File: src/rtl/divider_8bit_pkg.sv
// Shared types and constants for the 8-bit restoring divider.
package div_pkg;

    typedef enum logic [1:0] {
        IDLE    = 2'd0,
        COMPUTE = 2'd1,
        DONE    = 2'd2
    } div_state_t;

    localparam int         DIV_WIDTH = 8;
    localparam int         DIV_STEPS = 8;
    localparam logic [6:0] HEX_ZERO  = 7'b1000000;

endpackage

File: src/rtl/divider_8bit_if.sv
// Board-side bundle for the divider: switch/button inputs, result and display outputs.
interface divider_8bit_if;
    import div_pkg::*;

    logic                 Run;
    logic                 LoadD;
    logic [DIV_WIDTH-1:0] S;
    logic [DIV_WIDTH-1:0] Quotient;
    logic [DIV_WIDTH-1:0] Remainder;
    logic                 Done;
    logic                 DivZero;
    logic [6:0]           Qhex0;
    logic [6:0]           Qhex1;
    logic [6:0]           Rhex0;
    logic [6:0]           Rhex1;

    modport master (
        output Run, LoadD, S,
        input  Quotient, Remainder, Done, DivZero, Qhex0, Qhex1, Rhex0, Rhex1
    );

    modport slave (
        input  Run, LoadD, S,
        output Quotient, Remainder, Done, DivZero, Qhex0, Qhex1, Rhex0, Rhex1
    );

endinterface

File: src/rtl/divider_8bit_sub_9.sv
// 9-bit ripple-borrow subtractor: Diff = A - B, Borrow set when A < B.
module sub_9 (
    input  logic [8:0] A,
    input  logic [8:0] B,
    output logic [8:0] Diff,
    output logic       Borrow
);

    logic [9:0] bw_s;

    assign bw_s[0] = 1'b0;

    genvar i;
    generate
        for (i = 0; i < 9; i++) begin : g_fs
            assign Diff[i]   = A[i] ^ B[i] ^ bw_s[i];
            assign bw_s[i+1] = (~A[i] & B[i]) | (~(A[i] ^ B[i]) & bw_s[i]);
        end
    endgenerate

    assign Borrow = bw_s[9];

endmodule

File: src/rtl/hex_driver.sv
// Nibble to active-low 7-segment pattern, segment order {g,f,e,d,c,b,a}.
module HexDriver (
    input  logic [3:0] In0,
    output logic [6:0] Out0
);

    // Segment lookup for one hex digit
    always_comb begin
        Out0 = 7'b1111111;
        case (In0)
            4'h0:    Out0 = 7'b1000000;
            4'h1:    Out0 = 7'b1111001;
            4'h2:    Out0 = 7'b0100100;
            4'h3:    Out0 = 7'b0110000;
            4'h4:    Out0 = 7'b0011001;
            4'h5:    Out0 = 7'b0010010;
            4'h6:    Out0 = 7'b0000010;
            4'h7:    Out0 = 7'b1111000;
            4'h8:    Out0 = 7'b0000000;
            4'h9:    Out0 = 7'b0010000;
            4'hA:    Out0 = 7'b0001000;
            4'hB:    Out0 = 7'b0000011;
            4'hC:    Out0 = 7'b1000110;
            4'hD:    Out0 = 7'b0100001;
            4'hE:    Out0 = 7'b0000110;
            4'hF:    Out0 = 7'b0001110;
            default: Out0 = 7'b1111111;
        endcase
    end

endmodule

File: src/rtl/divider_8bit.sv
// Unsigned restoring shift-subtract divider: one quotient bit per cycle over 8 cycles,
// with registered result, status and hex display outputs.
module divider_8bit
    import div_pkg::*;
#(
    parameter int WIDTH = DIV_WIDTH
) (
    input  logic           Clk,
    input  logic           Reset,
    divider_8bit_if.slave  bus
);

    div_state_t       state_r, state_s;
    logic [WIDTH-1:0] quotient_r, remainder_r, divisor_r;
    logic [2:0]       count_r;
    logic             done_r, div_zero_r;
    logic             load_div_s, start_s, step_s, done_s;
    logic [8:0]       trial_s;
    logic             borrow_s, trial_msb_unused_s;
    logic [6:0]       qhex0_s, qhex1_s, rhex0_s, rhex1_s;
    logic [6:0]       qhex0_r, qhex1_r, rhex0_r, rhex1_r;

    sub_9 u_sub (
        .A      ({remainder_r, quotient_r[WIDTH-1]}),
        .B      ({1'b0, divisor_r}),
        .Diff   (trial_s),
        .Borrow (borrow_s)
    );

    assign trial_msb_unused_s = trial_s[8];

    // FSM state register
    always_ff @(posedge Clk or negedge Reset) begin
        if (!Reset) begin
            state_r <= IDLE;
        end else begin
            state_r <= state_s;
        end
    end

    // FSM next-state logic; LoadD outranks Run, and a held Run parks in DONE
    always_comb begin
        state_s = state_r;
        case (state_r)
            IDLE: begin
                if (bus.LoadD)    state_s = IDLE;
                else if (bus.Run) state_s = COMPUTE;
                else              state_s = IDLE;
            end
            COMPUTE: begin
                if (count_r == 3'(DIV_STEPS - 1)) state_s = DONE;
                else                              state_s = COMPUTE;
            end
            DONE: begin
                if (bus.LoadD)     state_s = DONE;
                else if (!bus.Run) state_s = IDLE;
                else               state_s = DONE;
            end
            default: state_s = IDLE;
        endcase
    end

    // FSM output decode into datapath controls
    always_comb begin
        load_div_s = 1'b0;
        start_s    = 1'b0;
        step_s     = 1'b0;
        done_s     = 1'b0;
        case (state_r)
            IDLE: begin
                load_div_s = bus.LoadD;
                start_s    = ~bus.LoadD & bus.Run;
            end
            COMPUTE: begin
                step_s = 1'b1;
            end
            DONE: begin
                load_div_s = bus.LoadD;
                done_s     = 1'b1;
            end
            default: begin
                load_div_s = 1'b0;
            end
        endcase
    end

    // Divisor, quotient/remainder shift pair and step counter
    always_ff @(posedge Clk or negedge Reset) begin
        if (!Reset) begin
            divisor_r   <= {WIDTH{1'b0}};
            quotient_r  <= {WIDTH{1'b0}};
            remainder_r <= {WIDTH{1'b0}};
            count_r     <= 3'd0;
            div_zero_r  <= 1'b0;
        end else begin
            if (load_div_s) begin
                divisor_r <= bus.S;
            end
            if (start_s) begin
                quotient_r  <= bus.S;
                remainder_r <= {WIDTH{1'b0}};
                count_r     <= 3'd0;
                div_zero_r  <= (divisor_r == {WIDTH{1'b0}});
            end else if (step_s) begin
                // Restore on borrow by keeping the plain shifted remainder
                if (borrow_s) begin
                    remainder_r <= {remainder_r[WIDTH-2:0], quotient_r[WIDTH-1]};
                    quotient_r  <= {quotient_r[WIDTH-2:0], 1'b0};
                end else begin
                    remainder_r <= trial_s[WIDTH-1:0];
                    quotient_r  <= {quotient_r[WIDTH-2:0], 1'b1};
                end
                count_r <= count_r + 3'd1;
            end
        end
    end

    HexDriver u_qhex0 (.In0(quotient_r[3:0]),  .Out0(qhex0_s));
    HexDriver u_qhex1 (.In0(quotient_r[7:4]),  .Out0(qhex1_s));
    HexDriver u_rhex0 (.In0(remainder_r[3:0]), .Out0(rhex0_s));
    HexDriver u_rhex1 (.In0(remainder_r[7:4]), .Out0(rhex1_s));

    // Done flag and hex digits, one register stage behind the datapath
    always_ff @(posedge Clk or negedge Reset) begin
        if (!Reset) begin
            done_r  <= 1'b0;
            qhex0_r <= HEX_ZERO;
            qhex1_r <= HEX_ZERO;
            rhex0_r <= HEX_ZERO;
            rhex1_r <= HEX_ZERO;
        end else begin
            done_r  <= done_s;
            qhex0_r <= qhex0_s;
            qhex1_r <= qhex1_s;
            rhex0_r <= rhex0_s;
            rhex1_r <= rhex1_s;
        end
    end

    assign bus.Quotient  = quotient_r;
    assign bus.Remainder = remainder_r;
    assign bus.Done      = done_r;
    assign bus.DivZero   = div_zero_r;
    assign bus.Qhex0     = qhex0_r;
    assign bus.Qhex1     = qhex1_r;
    assign bus.Rhex0     = rhex0_r;
    assign bus.Rhex1     = rhex1_r;

endmodule

File: src/flat_wrapper.sv
// flat-port wrapper written by rule: the top's interface ports become plain ports
module divider_8bit_flat import div_pkg::*;
#(
    parameter int WIDTH = DIV_WIDTH
)
  (Clk, Reset, bus_Run, bus_LoadD, bus_S, bus_Quotient, bus_Remainder, bus_Done, bus_DivZero, bus_Qhex0, bus_Qhex1, bus_Rhex0, bus_Rhex1);
  divider_8bit_if bus_i ();
  input  logic Clk;
  input  logic Reset;
  input wire logic [$bits(bus_i.Run)-1:0] bus_Run;
  input wire logic [$bits(bus_i.LoadD)-1:0] bus_LoadD;
  input wire logic [$bits(bus_i.S)-1:0] bus_S;
  output wire logic [$bits(bus_i.Quotient)-1:0] bus_Quotient;
  output wire logic [$bits(bus_i.Remainder)-1:0] bus_Remainder;
  output wire logic [$bits(bus_i.Done)-1:0] bus_Done;
  output wire logic [$bits(bus_i.DivZero)-1:0] bus_DivZero;
  output wire logic [$bits(bus_i.Qhex0)-1:0] bus_Qhex0;
  output wire logic [$bits(bus_i.Qhex1)-1:0] bus_Qhex1;
  output wire logic [$bits(bus_i.Rhex0)-1:0] bus_Rhex0;
  output wire logic [$bits(bus_i.Rhex1)-1:0] bus_Rhex1;
  assign bus_i.Run = bus_Run;
  assign bus_i.LoadD = bus_LoadD;
  assign bus_i.S = bus_S;
  assign bus_Quotient = bus_i.Quotient;
  assign bus_Remainder = bus_i.Remainder;
  assign bus_Done = bus_i.Done;
  assign bus_DivZero = bus_i.DivZero;
  assign bus_Qhex0 = bus_i.Qhex0;
  assign bus_Qhex1 = bus_i.Qhex1;
  assign bus_Rhex0 = bus_i.Rhex0;
  assign bus_Rhex1 = bus_i.Rhex1;
  divider_8bit #(.WIDTH(WIDTH)) u_core (.Clk(Clk), .Reset(Reset), .bus(bus_i));
endmodule
File: config.mk
export PLATFORM = sky130hd
export DESIGN_NAME = divider_8bit_flat
export DESIGN_NICKNAME = d
export VERILOG_FILES = /design/src/rtl/divider_8bit_pkg.sv /design/src/rtl/divider_8bit_if.sv /design/src/rtl/divider_8bit_sub_9.sv /design/src/rtl/hex_driver.sv /design/src/rtl/divider_8bit.sv /design/src/flat_wrapper.sv
export SDC_FILE = /design/constraint.sdc
export NUM_CORES = 1
export LEC_CHECK = 0
export ABC_AREA = 1
export CAP_MARGIN = 20
export CORE_MARGIN = 2
export CORE_UTILIZATION = 40
export DETAILED_ROUTE_END_ITERATION = 8
export SLEW_MARGIN = 10
export SYNTH_ARGS = -nofsm -noshare
export SYNTH_HDL_FRONTEND = slang
export SYNTH_SLANG_ARGS = --single-unit
File: constraint.sdc
create_clock -name Clk -period 6.97 [get_ports Clk]
set_input_delay 0.697 -clock Clk [delete_from_list [all_inputs] [get_ports Clk]]
set_output_delay 0.697 -clock Clk [all_outputs]
set_load 0.05 [all_outputs]
; Word-level counts from Yosys, hierarchy flattened
; Memories as Yosys holds them, arrays and structs flattened. A register that Yosys moved wholly into a read port is not among the register bits.
; Cells that the tools add are included.
[classes]
bitwise_logic = 56
add_sub_neg = 1
eq_ne = 3
order_cmp = 0
div = 0
mul = 0
reduce_logical = 8
mux = 18
shift = 0
[op_table]
columns = cell, count
row1 = $mux 8, 5
row2 = $and 1x1->1, 17
row3 = $not 1->1, 17
row4 = $xor 1x1->1, 15
row5 = $logic_not 8->1, 1
row6 = $mux 2, 4
row7 = $or 1x1->1, 7
row8 = $mux 1, 6
row9 = $mux 3, 2
row10 = $pmux 2 s3, 1
row11 = $logic_not 1->1, 4
row12 = $add 3x1->3 const B, 1
row13 = $eq 3x3->1 const B, 1
row14 = $eq 2x1->1 const B, 1
row15 = $eq 2x2->1 const B, 1
row16 = $logic_not 2->1, 1
row17 = $reduce_bool 2->1, 1
row18 = $reduce_or 2->1, 1
[word_totals]
elab_cells = 97
mem_bits_ro = 448
latch_bits = 0
output_inout_bits = 46
in_bits = 12
memories = 4
ram_bits = 0
regBits = 31
[mem_list]
columns = memory, words, width, rd, rd_clocked_by_memory_dff, wr, line_no
row1 = (name not given), 16, 7, 1, 1, 0, hex_driver.sv:10  ; case (In0)
row2 = (name not given), 16, 7, 1, 1, 0, hex_driver.sv:10
row3 = (name not given), 16, 7, 1, 1, 0, hex_driver.sv:10
row4 = (name not given), 16, 7, 1, 1, 0, hex_driver.sv:10

; Depth between registers and ports, before layout
; Gate-level depths: netlist of the first run.
[depth]
depth_word = 20
depth_mapped = 20
depth_no_buf = 18

; Hierarchy
; From an unflattened synthesis of the first run, not the netlist that was laid out.
[unflattened]
cells_unflattened = 432
area_unflattened_um2 = 3552.2
[by_module_without_submodules]
columns = module, area_each_um2, cells_per_inst, instances, seq_area_each_um2
row1 = divider_8bit, 2208.4, 207, 1, 1481.4
row2 = HexDriver, 274.0, 49, 4, 0.0
row3 = sub_9, 247.7, 29, 1, 0.0

; Least setup slack after synthesis of the first run
; Ideal clock, no wire load.
[synth_timing]
path_type = register -> register
start = register u_core.quotient_r[7] (netlist: u_core.bus.Quotient[7])
end = register u_core.remainder_r[1] (netlist: u_core.bus.Remainder[1])
slack_ns = 2.671
setup_ns = 0.119
path_buffers = 3
stages_incl_launch_ff = 20
period_less_slack_ns = 4.299
arrival_time_ns = 4.179
t_required_ns = 6.851
path_cell_list = dfrtp_1 > clkbuf_2 > inv_2 > buf_2 > ha_1 > fa_1 > inv_1 > fa_1 > fa_1 > fa_1 > inv_1 > fa_1 > inv_1 > fa_1 > fa_1 > nor2_2 > buf_4 > nand2_1 > nand3_1 > nand2_1
[synth_via]
elab_chain_cells = 20
elab_cells_between_ends = 21
classes_between = mux (3) / bitwise (18)
[synth_rtl]
columns = item, line_no
row1 = start: declaration, divider_8bit.sv:14  ; logic [WIDTH-1:0] quotient_r, remainder_r, divisor_r;
row2 = start signal: assignment, divider_8bit.sv:91  ; quotient_r <= {WIDTH{1'b0}};
row3 = start signal: assignment, divider_8bit.sv:100  ; quotient_r <= bus.S;
row4 = start signal: assignment, divider_8bit.sv:108  ; quotient_r <= {quotient_r[WIDTH-2:0], 1'b0};
row5 = $not 1->1 *, divider_8bit_sub_9.sv:17  ; assign bw_s[i+1] = (~A[i] & B[i]) | (~(A[i] ^ B[i]) & bw_s[i]);
row6 = $and 1x1->1 *, divider_8bit_sub_9.sv:17
row7 = $and 1x1->1, divider_8bit_sub_9.sv:17
row8 = $or 1x1->1, divider_8bit_sub_9.sv:17
row9 = $and 1x1->1, divider_8bit_sub_9.sv:17
row10 = $or 1x1->1, divider_8bit_sub_9.sv:17
row11 = $and 1x1->1, divider_8bit_sub_9.sv:17
row12 = $or 1x1->1, divider_8bit_sub_9.sv:17
row13 = [4 not listed], --
row14 = $and 1x1->1, divider_8bit_sub_9.sv:17
row15 = $or 1x1->1, divider_8bit_sub_9.sv:17
row16 = $and 1x1->1, divider_8bit_sub_9.sv:17
row17 = $or 1x1->1, divider_8bit_sub_9.sv:17
row18 = $and 1x1->1, divider_8bit_sub_9.sv:17
row19 = $mux 8 *, divider_8bit.sv:106  ; if (borrow_s) begin
row20 = $mux 8 *, divider_8bit.sv:104  ; end else if (step_s) begin
row21 = $mux 8 *, divider_8bit.sv:99  ; if (start_s) begin
row22 = end signal: assignment, divider_8bit.sv:101  ; remainder_r <= {WIDTH{1'b0}};
row23 = end signal: assignment, divider_8bit.sv:107  ; remainder_r <= {remainder_r[WIDTH-2:0], quotient_r[WIDTH-1]};
row24 = end signal: assignment, divider_8bit.sv:110  ; remainder_r <= trial_s[WIDTH-1:0];
row25 = end: declaration, divider_8bit.sv:14
; Every way passes the cells marked *; elsewhere a longest branch is shown, timed or not. The select of a mux whose other input is x is not followed.
; A chain may end at the register's enable or synchronous reset.

; Final worst setup path of the first run
[layout_timing]
start = register u_core.quotient_r[7] (netlist: u_core.bus.Quotient[7])
end = register u_core.quotient_r[0] (netlist: u_core.bus.Quotient[0])
[layout_via]
elab_chain_cells = 20
[layout_rtl]
columns = item, line_no
row1 = $not 1->1, divider_8bit_sub_9.sv:17
row2 = $and 1x1->1 (2 in a row), divider_8bit_sub_9.sv:17
row3 = $or 1x1->1, divider_8bit_sub_9.sv:17
row4 = $and 1x1->1, divider_8bit_sub_9.sv:17
row5 = $or 1x1->1, divider_8bit_sub_9.sv:17
row6 = $and 1x1->1, divider_8bit_sub_9.sv:17
row7 = $or 1x1->1, divider_8bit_sub_9.sv:17
row8 = $and 1x1->1, divider_8bit_sub_9.sv:17
row9 = [3 not listed], --
row10 = $and 1x1->1, divider_8bit_sub_9.sv:17
row11 = $or 1x1->1, divider_8bit_sub_9.sv:17
row12 = $and 1x1->1, divider_8bit_sub_9.sv:17
row13 = $or 1x1->1, divider_8bit_sub_9.sv:17
row14 = $and 1x1->1, divider_8bit_sub_9.sv:17
row15 = $mux 1, divider_8bit.sv:106
row16 = $mux 8, divider_8bit.sv:104
row17 = $mux 8, divider_8bit.sv:99
; No other way between the ends. The select of a mux whose other input is x is not followed.

==> flow_summary.json, run 1 <==
{
  "path_class": "reg2reg",
  "dieArea_sq_um": 9270,
  "post_cts_resized": 0,
  "fp.coreArea_sq_um": 8220,
  "final_nets": 496,
  "netlist.area_leader.share": 0.404,
  "status": "completed",
  "path_max_fanout": 14,
  "numCtsBuffers": 9,
  "grt_first_pass_wirelength_mm": 11.5,
  "fin_crit_sh": 0.637,
  "diodes": 0,
  "relSlewSlack": 0.340,
  "viasPerCell": 4.75,
  "arrival_ps": 4670,
  "crit_chain": "inv_2 -> ha_1 -> fa_1 -> inv_1 -> fa_1 -> fa_1 -> fa_1 -> inv_1 -> fa_1 -> inv_1 -> fa_1 -> fa_1 -> nor2_2 -> inv_1 -> nand2_1 -> nand2_1 -> inv_1 -> nand2_1",
  "hold_violations": 0,
  "ant_nets": 0,
  "drive_gt1_frac": 0.101,
  "rsz0062_at_grt": "false",
  "min_path_type": "reg2reg",
  "antenna_found_initial": 0,
  "yosysSeqAreaShare": 0.435,
  "cpMaxStageDelayCell": "dfrtp_1",
  "drc": 0,
  "grt_overflow": 0,
  "clockRootBuffer": "clkbuf_8",
  "syn_inst": 396,
  "drt_wl_total_mm": 6.94,
  "num_rows": 33,
  "cts_tree": "built",
  "grt_start_max_net_pins": 60,
  "syn_area_sq_um": 3410,
  "clock.fmax_mhz": 225,
  "track_usage": 0.163,
  "cts.path.max_buffers": 2,
  "routabilityCongestion": 0.859,
  "cts_sinks": 59,
  "synthesis.nets": 442,
  "worst_setup_path_end_kind": "flip-flop",
  "ioPinCount": 58,
  "port_buffers": 57,
  "synth.area.top_cells": "dfrtp_1 (40%), nand2_1 (13%), ha_1 (9.9%), nand3_1 (6.0%), inv_1 (4.3%)",
  "area_growth_pct": 23.3,
  "synth_area_leader_cell": "dfrtp_1",
  "vias": 2659,
  "htree_levels": 3,
  "path_clk_slew_ps": 60,
  "place_hpwl_mm": 4.89,
  "synth-seq-cells": 59,
  "clk_latency_ps": 330,
  "min_period_ps": 4440,
  "whs_ps": 489,
  "setup_viol": 0,
  "die_x_um": 96.3,
  "grt_pass1_vias": 2421,
  "layout_common_cells": "nand2_1 (120), clkdlybuf4s50_1 (56), dfrtp_1 (55)",
  "synth_cell_types": 30,
  "drtIter0Drc": 136,
  "die-height_um": 96.3,
  "layout_commonest_cell": "nand2_1",
  "critPathRequiredTime_ps": 7200,
  "dr.pass1.iters": 4,
  "syn_avg_cell_area_sq_um": 8.60,
  "synth_warnings": 0,
  "post_cts_buffers": 0,
  "crit_top_cell": "fa_1",
  "start_util": 0.414,
  "slowest_delay_ps": 480,
  "finClkSkew_ps": 5.17,
  "worstMarginPinSlew_ps": 988,
  "cts_hold_buf": 0,
  "fin_setup_tns_ps": 0,
  "drv_cap": 0,
  "wl_per_cell_um": 12.4,
  "maxSlewViolCount": 0,
  "critPathLaunchType": "flip-flop"
}
## Yosys cell counts, drive strengths merged
cell type	instances
a21oi	7
a31oi	3
buf	14
clkbuf	1
dfrtp	55
dfstp	4
fa	7
ha	27
inv	44
nand2	122
nand3	51
nand3b	1
nand4	1
nor2	24
o211ai	5
o21a	1
o21ai	27
o22ai	1
o31ai	1
## cell families after synthesis
logic type / after synthesis / share of synthesized area
fa+ha+maj: 34 / 0.140
simple gates: 199 / 0.267
compound gates: 45 / 0.0783
flops: 59 / 0.435
buf+inv: 59 / 0.0790
## metal layers
metal | global-route usage | wire (um) | vias up | share of wire
li1 | - | - | 1368 | -
met1 | 0.230 | 3410 | 1233 | 0.49
met2 | 0.247 | 3160 | 50 | 0.46
met3 | 0.0329 | 268 | 8 | 0.039
met4 | 0.0643 | 99 | 0 | 0.014
met5 | 0 | 0 | - | 0
## metrics by stage
stage | setup WS (ps) | cells | utilization | instance area (sq um)
2_1_floorplan | 2670 | 396 | - | 3410
5_1_grt | 2170 | 560 | 0.511 | 4200
6_report | 2530 | 560 | 0.511 | 4200
4_1_cts | 2490 | 560 | 0.511 | 4200
3_3_place_gp | 2620 | 544 | 0.488 | 4010
3_5_place_dp | 2520 | 544 | 0.488 | 4010
## worst max-delay path: cells and delay by family, from the launching register on
kind	cells	cell delay, ps
DFF	1	480
and+or+nand+nor	4	620
adders and majority gates	8	2610
buffers and inverters	6	610
## cell type report
type / instances / area, sq um
clock buffer: 15 / 186
timing repair buffer: 58 / 573
clock inverter: 1 / 5.00
fill: 779 / 4020
inverter: 44 / 165
multi-input combinational: 278 / 1660
tap: 105 / 131
sequential: 59 / 1480
## state kept, by name, indices dropped and copies added (netlist names)
name / flops
u_core.bus.DivZero: 1
u_core.bus.Done: 1
u_core.bus.Qhex0: 7
u_core.bus.Qhex1: 7
u_core.bus.Quotient: 8
u_core.bus.Remainder: 8
u_core.bus.Rhex0: 7
u_core.bus.Rhex1: 7
u_core.count_r: 3
u_core.divisor_r: 8
u_core.state_r: 2
## path summary, 6_finish.rpt
| check | startpoint | to | depth (start not counted) | slack, ps |
|---|---|---|---|---|
| min in group asynchronous | Reset | u_core.bus.Rhex1[5] | 2 | 510 |
| max in group asynchronous | Reset | u_core.bus.Qhex1[1] | 2 | 5960 |
| hold / removal | u_core.bus.DivZero | u_core.bus.DivZero | 2 | 490 |
| setup / recovery | u_core.bus.Quotient[7] | u_core.bus.Quotient[0] | 18 | 2530 |
| setup reg to reg | u_core.bus.Quotient[7] | u_core.bus.Quotient[0] | 18 | 2530 |
| hold reg to reg | u_core.bus.DivZero | u_core.bus.DivZero | 2 | 490 |
Power of run 1 is not shown: default switching activity piles up to over one toggle a cycle in this logic, so the estimate is an artifact.
==> run 2: changes to the inputs <==
Settings changed: PLACE_DENSITY set to 0.65.
Clock period 6.97 ns to 3.96 ns, I/O delays scaled along.
==> run 2 against run 1 <==
  * Core utilization up 0.69 points
  * Sequential share of layout area down 0.44 points
  * Via count up 1.5%
  * Non-clock buffer count up 5
  * Die area unchanged
  * Count of clock-buffer cells in the layout down 4
  * Register-to-register slack worse by 2300 ps
  * Clock skew up 11 ps
  * Critical endpoint is now u_core.bus.Remainder[2]
==> flow_summary.json, run 2 (synthesized netlist as in run 1, its figures left out) <==
{
  "path_class": "reg2reg",
  "drive_gt1_frac": 0.124,
  "cts_tree": "built",
  "path_max_fanout": 10,
  "final_nets": 501,
  "clk_latency_ps": 350,
  "arrival_ps": 3940,
  "worst_setup_path_end_kind": "flip-flop",
  "critPathRequiredTime_ps": 4180,
  "post_cts_resized": 0,
  "dr_wl_met3_um": 260,
  "drt_wl_total_mm": 7.01,
  "fp.coreArea_sq_um": 8220,
  "dp.cells": 549,
  "r2r_cells": 17,
  "grt_start_max_net_pins": 41,
  "wl_per_cell_um": 12.4,
  "antenna_found_initial": 0,
  "drtIter0Drc": 149,
  "relSlewSlack": 0.322,
  "hold_violations": 0,
  "die_x_um": 96.3,
  "cts.path.max_buffers": 2,
  "grt_overflow": 0,
  "finalCoreUtilization": 0.518,
  "grt_first_pass_wirelength_mm": 12.1,
  "grt_pass1_vias": 2588,
  "num_rows": 33,
  "area_growth_pct": 24.9,
  "port_buffers": 57,
  "dr.pass1.iters": 4,
  "layout_commonest_cell": "nand2_1",
  "status": "completed",
  "fin_crit_sh": 0.940,
  "vias": 2699,
  "place_hpwl_mm": 4.98,
  "maxSlewViolCount": 0,
  "post_cts_buffers": 0,
  "drt-met1-wl_mm": 3.38,
  "diodes": 0,
  "clockRootBuffer": "clkbuf_8",
  "endpoint": "u_core.bus.Remainder[2]",
  "drv_cap": 0,
  "critical_path.startpoint": "u_core.bus.Quotient[7]",
  "start_util": 0.414,
  "die-height_um": 96.3,
  "critPathLaunchType": "flip-flop",
  "r2r-end": "u_core.bus.Remainder[2]",
  "fin_setup_tns_ps": 0,
  "clock.fmax_mhz": 269,
  "finClkSkew_ps": 15.8,
  "setup_viol": 0,
  "viasPerCell": 4.78,
  "routed.top_layer": "met4",
  "rsz0062_at_grt": "false",
  "routabilityCongestion": 0.875,
  "htree_levels": 3,
  "drc": 0,
  "ioPinCount": 58,
  "wl_met2_mm": 3.25,
  "layout_common_cells": "nand2_1 (120), clkdlybuf4s50_1 (56), dfrtp_1 (54)",
  "min_path_type": "in2async",
  "track_usage": 0.171,
  "layout.cells.non_filler": 565,
  "ant_nets": 0,
  "r2r_start": "u_core.bus.Quotient[7]",
  "dieArea_sq_um": 9270,
  "cts_sinks": 59,
  "ff2ff_setup_slack_ps": 240,
  "path_clk_slew_ps": 80,
  "worstMarginPinSlew_ps": 1010,
  "numCtsBuffers": 9,
  "cts_hold_buf": 0,
  "min_period_ps": 3720
}
-- run 2: worst min-delay path by stage --
stage	endpoint	slack, ps	cells past startpoint
6_report	u_core.bus.Qhex1[2]	170	1
5_1_grt	u_core.bus.Qhex0[3]	240	1
4_1_cts	u_core.bus.Qhex0[3]	200	1
3_5_place_dp	u_core.bus.DivZero	470	2
3_3_place_gp	u_core.bus.DivZero	470	2
2_1_floorplan	u_core.bus.DivZero	100	0
-- run 2: final cells by class --
type | instances | area, sq um
clock buffer | 11 | 141
tap | 105 | 131
fill | 757 | 3960
timing repair buffer | 63 | 611
inverter | 44 | 165
sequential | 59 | 1480
multi-input combinational | 278 | 1670
clock inverter | 5 | 52.6
-- run 2: metal layers --
| metal | vias to the layer above | track usage |
|---|---|---|
| met3 | 8 | 0.0360 |
| met2 | 47 | 0.267 |
| li1 | 1382 | - |
| met1 | 1262 | 0.229 |
| met5 | - | 0 |
| met4 | 0 | 0.0738 |
-- run 2: metrics by stage --
step	cell area (sq um)	hold slack [ps]	worst slack, ps
floorplan	3440	100	0.485
global placement	4060	467	278
detailed placement	4060	466	206
CTS	4250	200	196
global route	4250	243	14.3
finish	4250	168	236
-- run 2: worst max-delay path, stage by stage (launching register included) --
cell	delay [ps]
dfrtp_2	410
inv_2	60
ha_2	170
fa_1	170
inv_1	60
fa_2	360
fa_2	380
fa_1	390
inv_1	80
fa_1	170
inv_1	50
fa_1	400
fa_2	370
nor2_4	200
buf_4	170
nand2_1	50
nand2_1	80
o21ai_2	50
Power of run 2 is left out for the same reason.
